File: config.mk
export PLATFORM = sky130hd
export DESIGN_NAME = wb_burst_mem_responder
export DESIGN_NICKNAME = d
export VERILOG_FILES = /design/src/rtl/wb_burst_mem_responder.sv
export SDC_FILE = /design/constraint.sdc
export NUM_CORES = 1
export LEC_CHECK = 0
export CAP_MARGIN = 20
export CORE_ASPECT_RATIO = 0.5
export CORE_MARGIN = 2
export CORE_UTILIZATION = 60
export DETAILED_ROUTE_END_ITERATION = 10
export DONT_BUFFER_PORTS = 1
export PLACE_DENSITY_LB_ADDON = 0.3
export SLEW_MARGIN = 20
export SYNTH_ARGS = -nofsm -noshare
export SYNTH_HDL_FRONTEND = slang
export SYNTH_SLANG_ARGS = --single-unit
export TNS_END_PERCENT = 5
File: constraint.sdc
create_clock -name i_clk -period 2.8 [get_ports i_clk]
set_input_delay 0.56 -clock i_clk [delete_from_list [all_inputs] [get_ports i_clk]]
set_output_delay 0.56 -clock i_clk [all_outputs]
set_load 0.01 [all_outputs]
File: src/rtl/wb_burst_mem_responder.sv
// wb_burst_mem_responder
// Wishbone responder that serves single reads/writes and 4-/8-beat read bursts.
// Each beat becomes one req/gnt transfer on the backing-memory port; reads then
// wait for the in-order rvalid return. Ack and err are one-cycle pulses.
module wb_burst_mem_responder #(
  parameter int ADDR_W    = 24,
  parameter int DATA_W    = 16,
  parameter int MEM_WORDS = 2**20
) (
  input  logic                i_clk,
  input  logic                i_rst_n,
  input  logic                wb_cyc,
  input  logic                wb_stb,
  input  logic                wb_we,
  input  logic [ADDR_W-1:0]   wb_adr,
  input  logic [DATA_W-1:0]   wb_i_dat,
  input  logic [DATA_W/8-1:0] wb_sel,
  input  logic                wb_4_burst,
  input  logic                wb_8_burst,
  output logic [DATA_W-1:0]   wb_o_dat,
  output logic                wb_ack,
  output logic                wb_err,
  output logic                wb_rty,
  output logic                mem_req,
  output logic                mem_we,
  output logic [ADDR_W-1:0]   mem_addr,
  output logic [DATA_W-1:0]   mem_wdata,
  output logic [DATA_W/8-1:0] mem_wmask,
  input  logic                mem_gnt,
  input  logic                mem_rvalid,
  input  logic [DATA_W-1:0]   mem_rdata
);

  typedef enum logic [2:0] {
    S_IDLE  = 3'd0,
    S_REQ   = 3'd1,
    S_WAIT  = 3'd2,
    S_ACK   = 3'd3,
    S_DRAIN = 3'd4
  } state_t;

  // Range limit widened by one bit so adr+N-1 can never wrap past it.
  localparam logic [ADDR_W:0] MEM_LIMIT = (ADDR_W+1)'(MEM_WORDS);

  state_t              state_reg, state_next;
  logic [2:0]          beat_reg, beat_next;
  logic [2:0]          len_m1_reg, len_m1_next;
  logic [ADDR_W-1:0]   base_reg, base_next;
  logic                err_reg, err_next;
  logic [DATA_W-1:0]   rdata_reg, rdata_next;

  logic [2:0]          req_len_m1;
  logic [ADDR_W:0]     last_addr;
  logic                start;
  logic                bad_req;

  // Decode the request presented on the bus: length, last beat address, legality.
  // Sampling is suppressed during the err pulse so the same strobe is not judged twice.
  always_comb begin
    req_len_m1 = wb_8_burst ? 3'd7 : (wb_4_burst ? 3'd3 : 3'd0);
    last_addr  = {1'b0, wb_adr} + {{(ADDR_W-2){1'b0}}, req_len_m1};
    start      = wb_cyc & wb_stb & ~err_reg;
    bad_req    = (wb_we & (wb_4_burst | wb_8_burst)) | (last_addr >= MEM_LIMIT);
  end

  // State and datapath registers; asynchronous reset drops any transfer at once.
  always_ff @(posedge i_clk or negedge i_rst_n) begin
    if (!i_rst_n) begin
      state_reg  <= S_IDLE;
      beat_reg   <= 3'd0;
      len_m1_reg <= 3'd0;
      base_reg   <= '0;
      err_reg    <= 1'b0;
      rdata_reg  <= '0;
    end else begin
      state_reg  <= state_next;
      beat_reg   <= beat_next;
      len_m1_reg <= len_m1_next;
      base_reg   <= base_next;
      err_reg    <= err_next;
      rdata_reg  <= rdata_next;
    end
  end

  // Next-state logic: beat sequencing, handshakes, aborts and error detection.
  always_comb begin
    state_next  = state_reg;
    beat_next   = beat_reg;
    len_m1_next = len_m1_reg;
    base_next   = base_reg;
    err_next    = 1'b0;
    rdata_next  = rdata_reg;
    unique case (state_reg)
      S_IDLE: begin
        if (start) begin
          if (bad_req) begin
            err_next = 1'b1;
          end else begin
            state_next  = S_REQ;
            len_m1_next = req_len_m1;
            base_next   = wb_adr;
            beat_next   = 3'd0;
          end
        end
      end
      S_REQ: begin
        if (!wb_cyc) begin
          state_next = S_IDLE;
        end else if (mem_gnt) begin
          state_next = wb_we ? S_ACK : S_WAIT;
        end
      end
      S_WAIT: begin
        // A granted read must still be retired even if the master walked away.
        if (!wb_cyc) begin
          state_next = mem_rvalid ? S_IDLE : S_DRAIN;
        end else if (mem_rvalid) begin
          rdata_next = mem_rdata;
          state_next = S_ACK;
        end
      end
      S_ACK: begin
        if (!wb_cyc || (beat_reg == len_m1_reg)) begin
          state_next = S_IDLE;
        end else begin
          beat_next  = beat_reg + 3'd1;
          state_next = S_REQ;
        end
      end
      S_DRAIN: begin
        if (mem_rvalid) begin
          state_next = S_IDLE;
        end
      end
      default: state_next = S_IDLE;
    endcase
  end

  // Output decode; the memory request is withdrawn as soon as cyc drops.
  always_comb begin
    wb_ack    = (state_reg == S_ACK);
    wb_err    = err_reg;
    wb_rty    = 1'b0;
    wb_o_dat  = rdata_reg;
    mem_req   = (state_reg == S_REQ) & wb_cyc;
    mem_we    = mem_req & wb_we;
    mem_addr  = mem_req ? (base_reg + ADDR_W'(beat_reg)) : '0;
    mem_wdata = mem_we ? wb_i_dat : '0;
    mem_wmask = mem_req ? wb_sel : '0;
  end

endmodule

# Word-level counts from Yosys, hierarchy flattened
# Index checks and enable logic that the tools add are counted.
[totals]
register_bits = 50
output_inout_bits = 63
[op_classes]
addsub = 3
order_cmp = 1
n_eq_ne = 11
n_mux = 23
bitwise = 9
n_reduce_logical = 8
[ops]
columns = ["operator", "count"]
rows = [
  ["3-bit two-way mux", 12],
  ["24-bit by 3-bit adder with 25-bit output", 1],
  ["25-bit by 21-bit greater-or-equal comparator with 1-bit output, second input constant", 1],
  ["24-bit by 3-bit adder with 24-bit output", 1],
  ["24-bit two-way mux", 1],
  ["16-bit two-way mux", 1],
  ["3-bit one-hot mux with 5 select lines", 1],
  ["2-bit inequality test, second input constant", 4],
  ["3-bit by 2-bit == test with 1-bit output, second input constant", 2],
  ["3-bit inequality test, second input constant", 2],
  ["3-bit one-hot mux with 2 select lines", 1],
  ["3-bit AND reduction", 2],
  ["1-bit AND", 5],
  ["1-bit two-way mux", 5],
  ["5-bit AND reduction", 1],
  ["2-bit two-way mux", 2],
  ["4-bit AND reduction", 1],
  ["3-bit by 1-bit adder with 3-bit output, second input constant", 1],
  ["3-bit by 1-bit == test with 1-bit output, second input constant", 1],
  ["3-bit == test", 1],
  ["3-bit == test, second input constant", 1],
  ["3-bit logical NOT", 1],
  ["1-bit inverter", 2],
  ["1-bit bitwise OR", 2],
  ["other kinds (3)", 3],
]

# Depth between registers and ports, before layout
# Gate-level depths: netlist (run 1).
[depth]
word_depth = 8
mapped_depth = 10
depth_no_buf = 9

# Worst setup path before layout (run 1)
# OpenSTA, ideal clock, no wires.
[synth_path]
kind = "input-to-reg"
start = "input wb_4_burst"
end = "register base_reg[10]"
setup_ns = 0.125
t_arrival_ns = 2.561
required_ns = 2.675
path_slack_ns = 0.114
stages = 10
n_path_buf = 1
cell_sequence = "or2_4 ha_1 inv_1 fa_1 nand2b_1 a21oi_1 a311o_2 a211oi_4 buf_6 mux2_4"
[synth_via]
elab_chain_cells = 7
word_cells_on_any_way = 9
[synth_rtl]
columns = ["element", "line", "text"]
rows = [
  ["start, declared", "18", "input logic wb_4_burst,"],
  ["2-bit two-way mux", "60", "req_len_m1 = wb_8_burst ? 3'd7 : (wb_4_burst ? 3'd3 : 3'd0);"],
  ["3-bit two-way mux", "60", ""],
  ["24-bit by 3-bit adder with 25-bit output", "61", "last_addr = {1'b0, wb_adr} + {{(ADDR_W-2){1'b0}}, req_len_m1};"],
  ["25-bit by 21-bit greater-or-equal comparator with 1-bit output", "63", "bad_req = (wb_we & (wb_4_burst | wb_8_burst)) | (last_addr >= MEM_LIMIT);"],
  ["1-bit bitwise OR *", "63", ""],
  ["1-bit inverter (no source line) *", "--", ""],
  ["3-bit AND reduction (no source line) *", "--", ""],
  ["end signal, assigned", "79", "base_reg <= base_next;"],
  ["end, declared", "48", "logic [ADDR_W-1:0] base_reg, base_next;"],
]
# Every way passes the cells marked *; elsewhere a longest branch is shown, timed or not.
# A chain may end at the register's enable or synchronous reset.

# Worst setup path after layout (run 1)
[layout_path]
start = "register beat_reg[2]"
end = "output mem_addr[14]"
[layout_via]
elab_chain_cells = 2
[layout_rtl]
columns = ["element", "line", "text"]
rows = [
  ["start, declared", "46", "logic [2:0] beat_reg, beat_next;"],
  ["start signal, assigned", "77", "beat_reg <= beat_next;"],
  ["24-bit by 3-bit adder with 24-bit output", "147", "mem_addr = mem_req ? (base_reg + ADDR_W'(beat_reg)) : '0;"],
  ["24-bit two-way mux", "147", ""],
  ["end, declared", "26", "output logic [ADDR_W-1:0] mem_addr,"],
]
# Every way passes these cells.

==> flow_summary.ini, run 1 <==
[layout]
seq_area_sq_um = 1230
diodes = 0
finalInstanceArea_sq_um = 3280
num-nets-final = 373
fillers = 386
fin_cells = 368
largest_reg_flops = 24
multi_input_area_sq_um = 1670
post-route-util_pct = 67.8
synthToLayoutAreaGrowth_pct = 10.2
drive_above_1_share_pct = 24.2

[clock_network]
cts_tree = built
clk_latency_ns = 0.30
ctsLongestPathBuffers = 2
cts_buffers = 5
clk_pin_slew_worst_paths_ns = 0.09
cts_htree_levels = 2
cts.sink_count = 49
root_buffer = clkbuf_8

[timing]
relSlewSlack_pct = 54.2
skew_ns = 0.00560
rsz0062_at_grt = yes
slew_viol_final = 0
fin_tns_setup_ns = 0
min_period_ns = 2.69
hold_viol = 0
max_freq_mhz = 372
setup_viol = 0
fin_crit_sh_pct = 96.0
worst_slew_pin_slew_ns = 0.686

[die]
die-width_um = 104
rows = 18
core-area_sq_um = 4840
initial_core_util_pct = 61.5
die_h_um = 53.8
die_area_sq_um = 5580
ios = 130

[synthesis]
synth_most_common_cell = dfrtp_1
yosys.area.top_type = dfrtp_1
async_reset_ff_share_pct = 100
synthTopCellsByArea = dfrtp_1 (41%), mux2_4 (9.6%), mux2_2 (6.8%)
yosysWarnings = 0
yosysSeqAreaShare_pct = 41.2
synth_top_area_share_pct = 41.2
syn_avg_cell_area_sq_um = 10.3
syn-cell-area_sq_um = 2980
synth-edff-count = 0
postSynthCellCount = 290
synthDistinctLibCells = 41
ys_top_cells_by_count = dfrtp_1 (49), nor2_1 (25), mux2_4 (19)
ys.flop_type = dfrtp_1
postSynthNetCount = 366
ys_seq_elements = 49

[grt]
overflow = 0
grt_start_max_net_pins = 50
antenna_found_initial = 0
grt.total_usage_pct = 23.5
grt_pass1_vias = 2032
grt_pass1_wl_um = 10000

[place]
postPlaceCellArea_sq_um = 3070
portBuffers = 0
dpl.hpwl_um = 4970
place_inst = 357
place.gp.congestion = 0.844

[drt]
ant_nets = 0
first_iter_violations = 70
vias_per_cell = 5.89
dr.pass1.iters = 4
vias = 2168
drt_wl_total_um = 6630
drc = 0
wl_per_cell_um = 18.0

[job]
drv_cap = 0

[critical_path]
critPathLaunchType = register
crit_fanout = 9
worstSetupPathType = reg2out
required_ns = 2.24
end_kind = primary output
cp.arrival_ns = 2.13

[worst_hold_path]
min_path_type = in2async

[power_and_ir_drop]
p_leak_nw = 1.46
power.density_nw_per_um2 = 547
ir_drop_uv = 332
power_mw = 1.80

[status]
status = finished clean
## kinds of logic (layout without fill, tap and decap cells)
group,count (synthesis),after routing,share of synthesized area (%)
AND/OR/NAND/NOR,119,119,21.0
flip-flops,49,49,41.2
multiplexers,41,41,17.8
AO/OA/AOI/OAI,30,30,6.47
buffers and inverters,23,31,3.86
XOR/XNOR,18,18,5.29
adder cells (fa/ha/maj),9,9,4.28
other,1,1,0.126
## metal layers
metal | share of wire [%] | GRT usage [%] | vias to the layer above | wire [um]
li1 | - | - | 1015 | -
met1 | 42 | 28.2 | 1058 | 2760
met2 | 50 | 42.1 | 85 | 3290
met3 | 7.3 | 7.63 | 10 | 484
met4 | 1.3 | 7.66 | 0 | 87
met5 | 0 | 0 | - | 0
## placed cells by master (no fill, tap or decap), types with 7 or more instances in the layout
| cell type | synthesis | final |
|---|---|---|
| and3_1 | 10 | 10 |
| mux2_2 | 18 | 18 |
| nor3_1 | 10 | 9 |
| a21oi_1 | 13 | 9 |
| mux2_4 | 19 | 19 |
| inv_1 | 11 | 11 |
| xnor2_1 | 14 | 14 |
| nand4_1 | 9 | 9 |
| nand3_1 | 9 | 9 |
| o21ai_0 | 7 | 7 |
| dfrtp_1 | 49 | 48 |
| buf_4 | 1 | 9 |
| nand2_1 | 17 | 17 |
| nor2_1 | 25 | 23 |
| and2_1 | 17 | 17 |
## worst paths after layout
path	slack, ns	end	startpoint	depth (start not counted)
hold / removal	0.10	beat_reg[1]	i_rst_n	1
setup / recovery	0.11	mem_addr[14]	beat_reg[2]	6
setup reg to reg	0.47	base_reg[19]	state_reg[1]	6
min in group i_clk	0.31	state_reg[2]	mem_rvalid	1
max in group asynchronous	2.49	beat_reg[2]	i_rst_n	1
hold reg to reg	0.53	base_reg[23]	base_reg[23]	2
## area by class of cell
cell class | count | share of cell area [%]
clock buffers | 5 | 2.10
flip-flops and latches | 49 | 37.4
inverters | 11 | 1.26
well taps | 70 | 2.67
repair buffers | 12 | 3.85
multi-input cells | 218 | 50.8
clock inverters | 3 | 1.98
## worst max-delay path, stage by stage, from the launching register on
cell	delay (ns)
dfrtp_2	0.45
ha_1	0.36
a21o_1	0.18
nand4_1	0.12
buf_6	0.16
or3_1	0.36
a21oi_2	0.19
## repair_timing
| action | CTS | global route |
|---|---|---|
| endpoints found under the setup margin | 7 | 12 |
| pin swaps | 2 | 4 |
| endpoints found under the hold margin | 49 | 0 |
| buffers inserted | 2 | 0 |
| resized for setup | 2 | 9 |
| hold buffers | 1 | 0 |
## stage by stage
step | setup slack [ns] | hold WS [ns]
after floorplan | 0.114 | 0.264
after global placement | 0.0542 | 0.265
after detailed placement | 0.0207 | 0.265
after CTS | 0.0111 | 0.105
after global routing | -0.0343 | 0.101
final | 0.112 | 0.104
## power by group
| group | switching (mW) | total (mW) | leakage, nW | internal, mW |
|---|---|---|---|---|
| sequential | 0.121 | 0.936 | 0.654 | 0.815 |
| combinational | 0.109 | 0.266 | 0.734 | 0.157 |
| clock | 0.238 | 0.593 | 0.0681 | 0.355 |
No activity file was read; power rests on OpenSTA's default activity.
==> inputs of run 2 (changes only) <==
--- a/config.mk
+++ b/config.mk
@@ -5,14 +5,13 @@
 export SDC_FILE = /design/constraint.sdc
 export NUM_CORES = 1
 export LEC_CHECK = 0
+export ABC_AREA = 1
 export CAP_MARGIN = 20
 export CORE_ASPECT_RATIO = 0.5
 export CORE_MARGIN = 2
-export CORE_UTILIZATION = 60
+export CORE_UTILIZATION = 44
 export DETAILED_ROUTE_END_ITERATION = 10
-export DONT_BUFFER_PORTS = 1
 export PLACE_DENSITY_LB_ADDON = 0.3
-export SLEW_MARGIN = 20
 export SYNTH_ARGS = -nofsm -noshare
 export SYNTH_HDL_FRONTEND = slang
 export SYNTH_SLANG_ARGS = --single-unit
==> run 2 against run 1 <==
Against the previous run:
- the flow now finishes with violations (setup timing)
- clock skew down 0.0011 ns
- final cell count grew 95%
- clock-buffer cell count is the same
- global-route usage decreased by 1.2 points
- area after synthesis grew 9.4%
- power is 72% higher
- clock power increased by 6.4%
- synthesized cell count increased by 55%
- core utilization up 4.7 points
==> flow_summary.ini, run 2 <==
[place]
postPlaceCellArea_sq_um = 4890
dpl.hpwl_um = 7130
place.gp.congestion = 0.879
place_inst = 701
place_ws_ns = -0.286
portBuffers = 128

[drt]
ant_nets = 0
drt_wl_total_um = 9790
wl_per_cell_um = 13.7
vias = 3581
vias_per_cell = 5.00
drc = 0
dr.pass1.iters = 5
first_iter_violations = 216

[synthesis]
synth_mux_area_share_pct = 5.53
postSynthNetCount = 525
synth_compound_area_share_pct = 10.9
async_reset_ff_share_pct = 100
synth_top_family_by_area = simple AND/OR/NAND/NOR gates
ys.flop_type = dfrtp_1
yosys.area.top_type = dfrtp_1
syn_avg_cell_area_sq_um = 7.26
synthTopCellsByArea = dfrtp_1 (38%), nand2_1 (13%), inv_1 (7.6%)
synthXorXnorAreaFrac_pct = 0.269
synth-edff-count = 0
synthDistinctLibCells = 37
syn-cell-area_sq_um = 3260
ys_top_cells_by_count = nand2_1 (117), inv_1 (66), nor2_1 (59)
synth_top_area_share_pct = 37.6
synth_most_common_cell = nand2_1
yosys.area_share.simple_pct = 31.2
ys_seq_elements = 49
yosysWarnings = 0
yosysSeqAreaShare_pct = 37.6
postSynthCellCount = 449
synth_fa_ha_area_share_pct = 3.92

[critical_path]
required_ns = 2.24
r2r-start = state_reg[2]
cp.arrival_ns = 2.39
crit_fanout = 4
startpoint = base_reg[2]
end_kind = primary output
worstSetupPathType = reg2out
reg2reg_depth = 3
critPathLaunchType = register

[timing]
relSlewSlack_pct = 64.4
max_freq_mhz = 339
skew_ns = 0.00454
setup_ws_ns = -0.148
worst_slew_pin_slew_ns = 0.532
fin_tns_setup_ns = -0.859
fin_crit_sh_pct = 105
setup_viol = 11
hold_viol = 0
slew_viol_final = 0
rsz0062_at_grt = yes
min_period_ns = 2.95

[grt]
grt_start_max_net_pins = 37
grt_util_met3_pct = 4.29
busiest_layer = met2
grt_pass1_vias = 3142
grt_pass1_wl_um = 14700
grt.met1_usage_pct = 30.4
antenna_found_initial = 0
grtUsageMet2_pct = 37.2
grt.total_usage_pct = 22.4
overflow = 0

[die]
rows = 22
ios = 130
initial_core_util_pct = 45.0
die_area_sq_um = 8150
die-width_um = 126
die_h_um = 64.8
core-area_sq_um = 7240

[clock_network]
root_buffer = clkbuf_16
ctsHoldBuffers = 0
cts_buffers = 5
clk_latency_ns = 0.30
ctsLongestPathBuffers = 2
cts.sink_count = 49
cts_htree_levels = 2
cts_tree = built
clk_pin_slew_worst_paths_ns = 0.07

[layout]
fin_cells = 716
drive_above_1_share_pct = 22.4
num-nets-final = 695
synthToLayoutAreaGrowth_pct = 61.1
final_common_cell = nand2_1
diodes = 0
finalInstanceArea_sq_um = 5250
largest_reg_flops = 24
layout_common_cells = nand2_1 (111), clkdlybuf4s50_1 (98), inv_1 (63)

[status]
violations = setup timing
status = finished, violations left

[power_and_ir_drop]
power_mw = 3.09
power.density_nw_per_um2 = 589
ir_drop_uv = 323
p_leak_nw = 2.63

[job]
drv_cap = 0

[worst_hold_path]
min_path_type = in2async
## run 2: cell count changes in the layout (fill, tap and decap cells not counted), moves of 10 or more
cell | before | now
and2_1 | 17 | 0
and3_1 | 10 | 0
buf_4 | 9 | 35
clkdlybuf4s50_1 | 0 | 98
dlygate4sd2_1 | 0 | 14
inv_1 | 11 | 63
mux2_4 | 19 | 0
nand2_1 | 17 | 111
nand3_1 | 9 | 20
nor2_1 | 23 | 52
xnor2_1 | 14 | 1
## run 2: per-layer routing
| layer | share of wire (%) | vias up |
|---|---|---|
| li1 | - | 1765 |
| met1 | 45 | 1647 |
| met2 | 46 | 153 |
| met3 | 7.5 | 16 |
| met4 | 1.3 | 0 |
| met5 | 0 | - |
## run 2: cells by family (layout without fill, tap and decap cells)
group,after synthesis,after routing
AND/OR/NAND/NOR,233,233
buffers and inverters,80,251
AO/OA/AOI/OAI,60,60
flip-flops,49,49
multiplexers,16,16
adder cells (fa/ha/maj),9,9
other,1,1
XOR/XNOR,1,1
## run 2: worst max-delay path, stage by stage (launching register included)
cell and delay, ns:
dfrtp_1 0.42, ha_4 0.29, buf_4 0.12, nand3_1 0.09, nand2_2 0.11, nand2_2 0.09
nor2_4 0.17, buf_4 0.16, nand4_1 0.11, o21ai_0 0.19, a21oi_1 0.06, dlygate4sd2_1 0.29
## run 2: layout make-up
type | count | area [sq um]
clock buffer | 5 | 125
clock inverter | 3 | 26.3
fill | 579 | 1990
inverter | 69 | 275
multi-input combinational | 320 | 1830
sequential | 49 | 1230
tap | 96 | 120
timing repair buffer | 170 | 1590
timing repair inverter | 4 | 61.3
## run 2: metrics by stage
step,hold WS [ns],util (%)
2_1_floorplan,0.264,-
6_report,0.0772,72.5
3_3_place_gp,0.390,67.6
3_5_place_dp,0.392,67.6
4_1_cts,0.0777,70.1
5_1_grt,0.0768,72.5
## run 2: timing repair
action	CTS	global route
buffers inserted	0	4
pin swaps	4	14
cloned	0	4
endpoints found under the setup margin	38	61
gates resized for setup	64	47
## run 2: power breakdown
group / internal, mW / leakage [nW] / total (mW) / switching, mW
registers: 0.916 / 0.607 / 1.07 / 0.159
logic: 0.713 / 1.96 / 1.39 / 0.673
clock network: 0.338 / 0.0680 / 0.631 / 0.293
## run 2: final timing paths
| kind | endpoint | slack, ns |
|---|---|---|
| min in group i_clk | base_reg[23] | 0.51 |
| worst min register to register | base_reg[23] | 0.51 |
| worst max register to register | wb_o_dat[3] | 0.94 |
| max in group asynchronous | base_reg[12] | 2.20 |
| worst min-delay path | beat_reg[0] | 0.08 |
| worst max-delay path | mem_addr[17] | -0.15 |
